==> src/rtl/bresenham_line_engine.sv <==
// bresenham_line_engine: all-octant integer Bresenham line drawer, one pixel per clock.
// Uses a level start/done handshake. Once o_done is raised it stays high until i_start drops.
// Optional feature macro: CLIP_EN. When it is defined, pixels at or beyond SCREEN_W/SCREEN_H are
// not plotted. Stepping and cycle timing are the same with or without it.
module bresenham_line_engine #(
  parameter int XW       = 9,
  parameter int YW       = 8,
  parameter int CW       = 3,
  parameter int SCREEN_W = 320,
  parameter int SCREEN_H = 240
) (
  input  logic          i_clk,
  input  logic          i_reset,
  input  logic [XW-1:0] i_x0,
  input  logic [YW-1:0] i_y0,
  input  logic [XW-1:0] i_x1,
  input  logic [YW-1:0] i_y1,
  input  logic [CW-1:0] i_color,
  input  logic          i_start,
  output logic          o_done,
  output logic          o_busy,
  output logic [XW-1:0] o_x,
  output logic [YW-1:0] o_y,
  output logic [CW-1:0] o_color,
  output logic          o_plot
);

  localparam int W = ((XW > YW) ? XW : YW) + 3;

`ifdef CLIP_EN
  localparam bit CLIP = 1'b1;
`else
  localparam bit CLIP = 1'b0;
`endif

  typedef enum logic [1:0] {IDLE, INIT, DRAW, DONE} state_t;

  state_t              state;
  logic [XW-1:0]       x0_q, x1_q;
  logic [YW-1:0]       y0_q, y1_q;
  logic [CW-1:0]       col_q;
  logic                sx, sy;
  logic signed [W-1:0] dx, dy, err;

  logic signed [W-1:0] ddx, ddy, adx, ady, e2, err_n;
  logic                step_x, step_y, at_end, init_vis, next_vis;
  logic [XW-1:0]       nx;
  logic [YW-1:0]       ny;

  // Endpoint deltas for INIT and the per-pixel step for DRAW. o_x/o_y hold the current pixel.
  always_comb begin
    ddx    = W'(x1_q) - W'(x0_q);
    ddy    = W'(y1_q) - W'(y0_q);
    adx    = (ddx < 0) ? -ddx : ddx;
    ady    = (ddy < 0) ? -ddy : ddy;
    e2     = err <<< 1;
    step_x = (e2 >= dy);
    step_y = (e2 <= dx);
    err_n  = err + (step_x ? dy : '0) + (step_y ? dx : '0);
    nx     = o_x;
    ny     = o_y;
    if (step_x) nx = sx ? (o_x + XW'(1)) : (o_x - XW'(1));
    if (step_y) ny = sy ? (o_y + YW'(1)) : (o_y - YW'(1));
    at_end   = (o_x == x1_q) && (o_y == y1_q);
    init_vis = !CLIP || ((int'(x0_q) < SCREEN_W) && (int'(y0_q) < SCREEN_H));
    next_vis = !CLIP || ((int'(nx) < SCREEN_W) && (int'(ny) < SCREEN_H));
  end

  // Control FSM. All outputs are registered. o_plot is loaded together with the pixel it qualifies.
  always_ff @(posedge i_clk) begin
    if (i_reset) begin
      state   <= IDLE;
      x0_q    <= '0;
      y0_q    <= '0;
      x1_q    <= '0;
      y1_q    <= '0;
      col_q   <= '0;
      sx      <= 1'b0;
      sy      <= 1'b0;
      dx      <= '0;
      dy      <= '0;
      err     <= '0;
      o_done  <= 1'b0;
      o_busy  <= 1'b0;
      o_x     <= '0;
      o_y     <= '0;
      o_color <= '0;
      o_plot  <= 1'b0;
    end else begin
      case (state)
        IDLE: begin
          if (i_start) begin
            x0_q   <= i_x0;
            y0_q   <= i_y0;
            x1_q   <= i_x1;
            y1_q   <= i_y1;
            col_q  <= i_color;
            o_busy <= 1'b1;
            state  <= INIT;
          end
        end
        INIT: begin
          dx      <= adx;
          dy      <= -ady;
          err     <= adx - ady;
          sx      <= (x0_q < x1_q);
          sy      <= (y0_q < y1_q);
          o_x     <= x0_q;
          o_y     <= y0_q;
          o_color <= col_q;
          o_plot  <= init_vis;
          state   <= DRAW;
        end
        DRAW: begin
          if (at_end) begin
            o_plot <= 1'b0;
            o_busy <= 1'b0;
            o_done <= 1'b1;
            state  <= DONE;
          end else begin
            err    <= err_n;
            o_x    <= nx;
            o_y    <= ny;
            o_plot <= next_vis;
          end
        end
        DONE: begin
          if (!i_start) begin
            o_done <= 1'b0;
            state  <= IDLE;
          end
        end
        default: state <= IDLE;
      endcase
    end
  end

endmodule

==> config.mk <==
export PLATFORM = sky130hd
export DESIGN_NAME = bresenham_line_engine
export DESIGN_NICKNAME = d
export VERILOG_FILES = /design/src/rtl/bresenham_line_engine.sv
export SDC_FILE = /design/constraint.sdc
export NUM_CORES = 1
export LEC_CHECK = 0
export BUFFER_PORTS_ARGS = -buffer_cell sky130_fd_sc_hd__buf_2
export CAP_MARGIN = 30
export CORE_ASPECT_RATIO = 0.8
export CORE_MARGIN = 4
export CORE_UTILIZATION = 50
export DETAILED_ROUTE_END_ITERATION = 6
export GPL_ROUTABILITY_DRIVEN = 0
export PLACE_DENSITY = 0.75
export SETUP_SLACK_MARGIN = 0.3
export SLEW_MARGIN = 20
export SYNTH_ARGS = -nofsm -noshare
export SYNTH_HDL_FRONTEND = slang
export SYNTH_SLANG_ARGS = --single-unit
==> constraint.sdc <==
create_clock -name i_clk -period 5.2 [get_ports i_clk]
set_input_delay 0.78 -clock i_clk [delete_from_list [all_inputs] [get_ports i_clk]]
set_output_delay 0.78 -clock i_clk [all_outputs]
set_load 0.02 [all_outputs]
==> out/results.ini, run 1 <==
[floorplan]
start_util=0.516
pin_count=63
dieHeight_um=117
core.rowCount=39
coreArea_mm2=0.0144
die_x_um=145
die_area_mm2=0.0169

[synth]
avgSynthCellArea_um2=7.89
ys_seq_elements=99
synth_top_area_share=0.266
syn_nets=1079
synth_compound_area_frac=0.208
synth_cells=945
ys_types=68
synthAdderAreaFrac=0.174
synthArstFlopShare=0
synth_top_family_by_area=compound AO/OA/AOI/OAI gates
yosys.area_share.simple=0.192
synth.mux.area_fraction=0.0228
synth_edf_count=0
seq_area_frac_synth=0.266
synth_ff_type=dfxtp_1
yosysWarnings=0
synth_area_leaders=dfxtp_1 (27%), ha_1 (13%), a21oi_1 (6.5%)
synth_area_leader_cell=dfxtp_1
synthTopCellsByCount=nand2_1 (110), dfxtp_1 (99), a21oi_1 (97), nor2_1 (93), ha_1 (78)
synth_area_mm2=0.00745
synth_xor_area_frac=0.0782
yosysMostFrequentCell=nand2_1

[worst_setup_path]
cp_slowest_cell=a221oi_1
max_stage_delay_ns=0.63
cp_data_arrival_time_ns=4.74
crit_path_end_kind=flop
critPathKind=reg -> reg
crit_path_start_kind=flop
crit_family=compound AO/OA/AOI/OAI gates
path_max_fanout=7
crit_path_cell_trace=ha_1, o21ai_0, a21oi_1, o221ai_1, a221oi_1, and2_1, fa_1, ha_1, a21oi_1, o221ai_1, o41ai_1, nor2b_1, o21a_1, nor3_1, mux2i_1, a221oi_1
path_buf_inv=0
required_ns=5.46

[layout]
stdcell_area_mm2=0.00824
synthToLayoutAreaGrowth_pct=10.6
nNetsFinal=1126
layout-drive-gt1-share=0.0993
n_antenna_cell=0
nFillCells=1355

[clocking]
htreeDepth=3
cts_setup_buffers=0
ctsHoldBuffers=0
ctsResizeCount=0
cts_tree=done
worstSkewPairLatency_ns=0.36
cts.sinks=99
cts_buffers=9
clockRootBuffer=clkbuf_16
clk_pin_slew_ns=0.08
clk_path_buf_depth=2

[detailed_routing]
drc=0
firstDrtPassIters=5
postRouteAntennaNets=0
vias_per_cell=5.58
vias=6587
detail_route.wl_per_cell_um=15.8
totalWireLength_um=18700
first_iter_violations=438

[global_routing]
grt_pass1_wl_um=31000
grt_antenna_before_repair=0
grt_max_degree=78
grtUsageTotal=0.231
grt_pass1_vias=6248
grt-ovfl-total=0

[worst_hold_path]
hp-class=reg -> reg

[timing]
min_period_over_period=0.862
slew-limit-headroom=0.424
worst-slew-pin-transition_ns=0.864
rsz0062_at_grt=no
min_period_ns=4.48
finalHoldViolations=0
setup-tns-final_ns=0
fin_skew_ns=0.0140
setup_viol=0
slew_violations=0
fmax_mhz=223

[outcome]
run_status=completed

[place]
postPlaceCellArea_mm2=0.00793
dpl.hpwl_um=14100
portBuffers=62

[job]
drv_cap=0

==> path summary, 6_finish.rpt <==
check	startpoint	end	slack, ns	cells after the start
min reg2reg	col_q[1]	col_q[1]	0.46	2
max reg2reg	err[1]	err[10]	0.72	16
max	err[1]	err[10]	0.72	16
min	col_q[1]	col_q[1]	0.46	2
==> cell type report <==
type,count,area [µm²],share of cell area
inverters,79,297,0.0360
clock buffers,9,225,0.0273
clock inverters,7,78.8,0.00956
flip-flops and latches,99,1980,0.240
well taps,184,230,0.0279
multi-input cells,731,5050,0.612
repair buffers,72,385,0.0467
==> sequential cells by signal (all words and copies together), names as in the netlist <==
register  flops
o_done        1
o_y           8
err          11
o_color       3
o_busy        1
o_plot        1
dy           12
state         2
col_q         3
y0_q          8
x0_q          9
sy            1
o_x           9
sx            1
x1_q          9
y1_q          8
dx           12
==> tightest hold or removal path: cells and delay by family, from the launching register on <==
family / cells / cell delay, ns
flip-flops: 1 / 0.32
AND/OR/NAND/NOR: 1 / 0.05
AO/OA/AOI/OAI: 1 / 0.05
==> layout by cell type (no fill, tap or decap), drive strengths merged, types with 3 or more instances in the layout <==
master  count
and2       15
nand3      13
a21boi      9
nand2b      9
a41oi       3
dfxtp      99
mux2i      17
o21a       17
a21o       10
nor2       93
o31ai       4
a31oi       4
a211oi     17
o21bai      4
o221ai      4
or3         8
ha         78
buf        72
a221oi      5
nor3       22
xnor2      44
or4         5
nor2b      12
o211ai      4
nand2     110
or2         4
nand4       8
o21ai      36
inv        79
nor4        5
clkbuf      9
xor2       20
o311a       3
fa         16
clkinv      7
a21oi      99
o41ai       4
==> per-layer routing <==
| metal | part of all wire | vias to the layer above | wire length, µm | GRT usage |
|---|---|---|---|---|
| met5 | 0 | - | 0 | 0 |
| met4 | 0.018 | 0 | 333 | 0.0677 |
| met3 | 0.064 | 23 | 1200 | 0.0467 |
| met2 | 0.42 | 179 | 7880 | 0.347 |
| met1 | 0.50 | 3013 | 9310 | 0.336 |
| li1 | - | 3372 | - | - |
==> cell families (layout without fill, tap and decap cells) <==
| kind of cell | count (synthesis) | count (layout) |
|---|---|---|
| compound gates | 242 | 242 |
| xor+xnor | 65 | 65 |
| fa+ha+maj | 94 | 94 |
| buf+inv | 115 | 167 |
| flops | 99 | 99 |
| mux | 17 | 17 |
| other cells | 1 | 1 |
| simple gates | 312 | 312 |
==> metrics by stage <==
stage / utilization / instances / hold slack (ns) / worst slack [ns]
global placement: 0.549 / 1164 / 0.445 / 0.859
finish: 0.571 / 1181 / 0.460 / 0.716
CTS: 0.570 / 1181 / 0.460 / 0.684
detailed placement: 0.549 / 1165 / 0.449 / 0.706
global route: 0.571 / 1181 / 0.487 / 0.350
floorplan: - / 945 / 0.427 / 1.21
Power of run 1 is left out: the tool's default activity adds up to more than one toggle a clock period on the data nets, which glitch-free logic cannot reach.
==> run 2, diff against run 1 <==
CORE_UTILIZATION = 55   (was 50)
PLACE_DENSITY = 0.83   (was 0.75)
clock period = 3.76 ns   (was 5.2 ns; I/O delays follow)
==> run 2 against run 1 <==
- the flow now finishes with violations (negative setup slack)
- utilization is 19 points higher
- register-to-register slack worse by 1.2 ns
- first-iteration DRC count is 95% higher
==> out/results.ini, run 2 (synthesized netlist as in run 1, its figures left out) <==
[global_routing]
busiest_layer=met2  ; unchanged
grtUsageTotal=0.294  ; was 0.231
grt_max_degree=63  ; was 78
grt-ovfl-total=0  ; unchanged
use_met2=0.500  ; was 0.347
grt_pass1_vias=7637  ; was 6248
met3_usage=0.0541  ; was 0.0467
grt_antenna_before_repair=0  ; unchanged
grt_pass1_wl_um=37600  ; was 31000 µm
grt.met1_usage=0.370  ; was 0.336

[layout]
nNetsFinal=1272  ; was 1126
top_regs=dx x12, dy x12, err x11  ; unchanged
n_antenna_cell=0  ; unchanged
synthToLayoutAreaGrowth_pct=32.7  ; was 10.6%
layout_common_cells=buf_4 (151), nand2_1 (109), nor2_1 (87), dfxtp_1 (87), a21oi_1 (86)  ; was nand2_1 (110), dfxtp_1 (99), a21oi_1 (97)
post-route-util=0.758  ; was 0.571
layout-drive-gt1-share=0.299  ; was 0.0993
finalNonFillerCells=1318  ; was 1181
layout_commonest_cell=buf_4  ; was nand2_1
nFillCells=846  ; was 1355

[timing]
min_period_ns=4.28  ; was 4.48 ns
fmax_mhz=234  ; was 223 MHz
fin_skew_ns=0.00897  ; was 0.0140 ns
rsz0062_at_grt=yes  ; was no
setup_slack_ns=-0.522  ; was 0.716 ns
slew-limit-headroom=0.528  ; was 0.424
worst-slew-pin-transition_ns=0.703  ; was 0.864 ns
setup_viol=6  ; was 0
finalHoldViolations=0  ; unchanged
slew_violations=0  ; unchanged
min_period_over_period=1.14  ; was 0.862

[worst_setup_path]
required_ns=4.00  ; was 5.46 ns
crit_path_start_kind=flop  ; unchanged
rr_worst_depth=20  ; was 16
crit_path_end_kind=flop  ; unchanged
rr_startpoint=err[7]  ; was err[1]
critPathKind=reg -> reg  ; unchanged
path_max_fanout=7  ; unchanged
critPathLaunch=err[7]  ; was err[1]
cp_data_arrival_time_ns=4.52  ; was 4.74 ns

[detailed_routing]
totalWireLength_um=24100  ; was 18700 µm
vias_per_cell=5.97  ; was 5.58
postRouteAntennaNets=0  ; unchanged
firstDrtPassIters=5  ; unchanged
detail_route.wl_per_cell_um=18.3  ; was 15.8 µm
first_iter_violations=855  ; was 438
drc=0  ; unchanged
vias=7866  ; was 6587

[clocking]
cts_tree=done  ; unchanged
cts.sinks=99  ; unchanged
clk_pin_slew_ns=0.07  ; was 0.08 ns
clockRootBuffer=clkbuf_16  ; unchanged
ctsHoldBuffers=0  ; unchanged
cts_buffers=9  ; unchanged
worstSkewPairLatency_ns=0.36  ; about the same
htreeDepth=3  ; unchanged
clk_path_buf_depth=2  ; unchanged

[worst_hold_path]
hp-class=in -> reg  ; was reg -> reg
hold-path-cell-count=3  ; was 2
min_from=i_y0[0]  ; was col_q[1]

[floorplan]
dieHeight_um=112  ; was 117 µm
die_area_mm2=0.0155  ; was 0.0169 mm²
start_util=0.571  ; was 0.516
core.rowCount=37  ; was 39
pin_count=63  ; unchanged
coreArea_mm2=0.0131  ; was 0.0144 mm²
die_x_um=138  ; was 145 µm

[place]
dpl.hpwl_um=15800  ; was 14100 µm
portBuffers=62  ; unchanged
dp_cells=1276  ; was 1165

[job]
drv_cap=0  ; unchanged

[outcome]
run_status=complete, but fails checks  ; was completed
failed_checks=negative setup slack

==> run 2: cell count changes in the layout (fill, tap and decap cells not counted), sizes merged <==
cell      change
buf         +146
clkinv        -2
clkbuf        +2
inv           -1
clkinvlp      +1
==> run 2: repair_timing <==
item                                    CTS  global route
setup buffers                            18             7
endpoints found under the hold margin     0             0
resized for setup                        68            37
pin swaps                                46            37
endpoints found under the setup margin    8            10
==> run 2: critical path, stage by stage, from the launching register on <==
cell and delay [ns]:
dfxtp_1 0.34, buf_4 0.16, ha_1 0.27, o21ai_0 0.25, nand2b_1 0.12, a21oi_1 0.21, a221oi_2 0.06, buf_4 0.17
and2_4 0.14, fa_1 0.49, ha_2 0.20, inv_2 0.04, fa_2 0.34, nor2b_2 0.14, o21ai_2 0.08, a21oi_2 0.18
o21a_1 0.18, nor2_1 0.08, xor2_1 0.22, a21oi_1 0.13, o311a_1 0.36
==> run 2: metal layers <==
| layer | vias to the layer above | part of all wire | wire length [µm] |
|---|---|---|---|
| li1 | 3663 | - | - |
| met1 | 3663 | 0.40 | 9730 |
| met2 | 453 | 0.47 | 11500 |
| met3 | 87 | 0.086 | 2090 |
| met4 | 0 | 0.036 | 860 |
| met5 | - | 0 | 0 |
==> run 2: worst paths after layout <==
path / slack [ns] / to
max: -0.52 / err[7]
min: 0.43 / y0_q[0]
max reg2reg: -0.52 / err[7]
min reg2reg: 0.46 / col_q[0]
==> run 2: stage by stage <==
stage / instance area (µm²) / setup slack (ns) / setup TNS, ns / hold WS [ns]
floorplan: 7540 / -0.0491 / -0.0656 / 0.427
finish: 9890 / -0.522 / -1.91 / 0.434
global route: 9890 / -0.681 / -2.79 / 0.438
detailed placement: 8910 / -0.365 / -1.23 / 0.450
CTS: 9680 / -0.345 / -0.903 / 0.435
global placement: 8910 / -0.237 / -0.725 / 0.442
==> run 2: layout make-up <==
type | count | area [µm²] | share of cell area
sequential | 99 | 2000 | 0.202
clock buffer | 11 | 243 | 0.0245
timing repair buffer | 218 | 1500 | 0.152
clock inverter | 5 | 45.0 | 0.00455
multi-input combinational | 731 | 5590 | 0.565
tap | 175 | 219 | 0.0221
inverter | 79 | 297 | 0.0300
Power of run 2 is left out for the same reason.
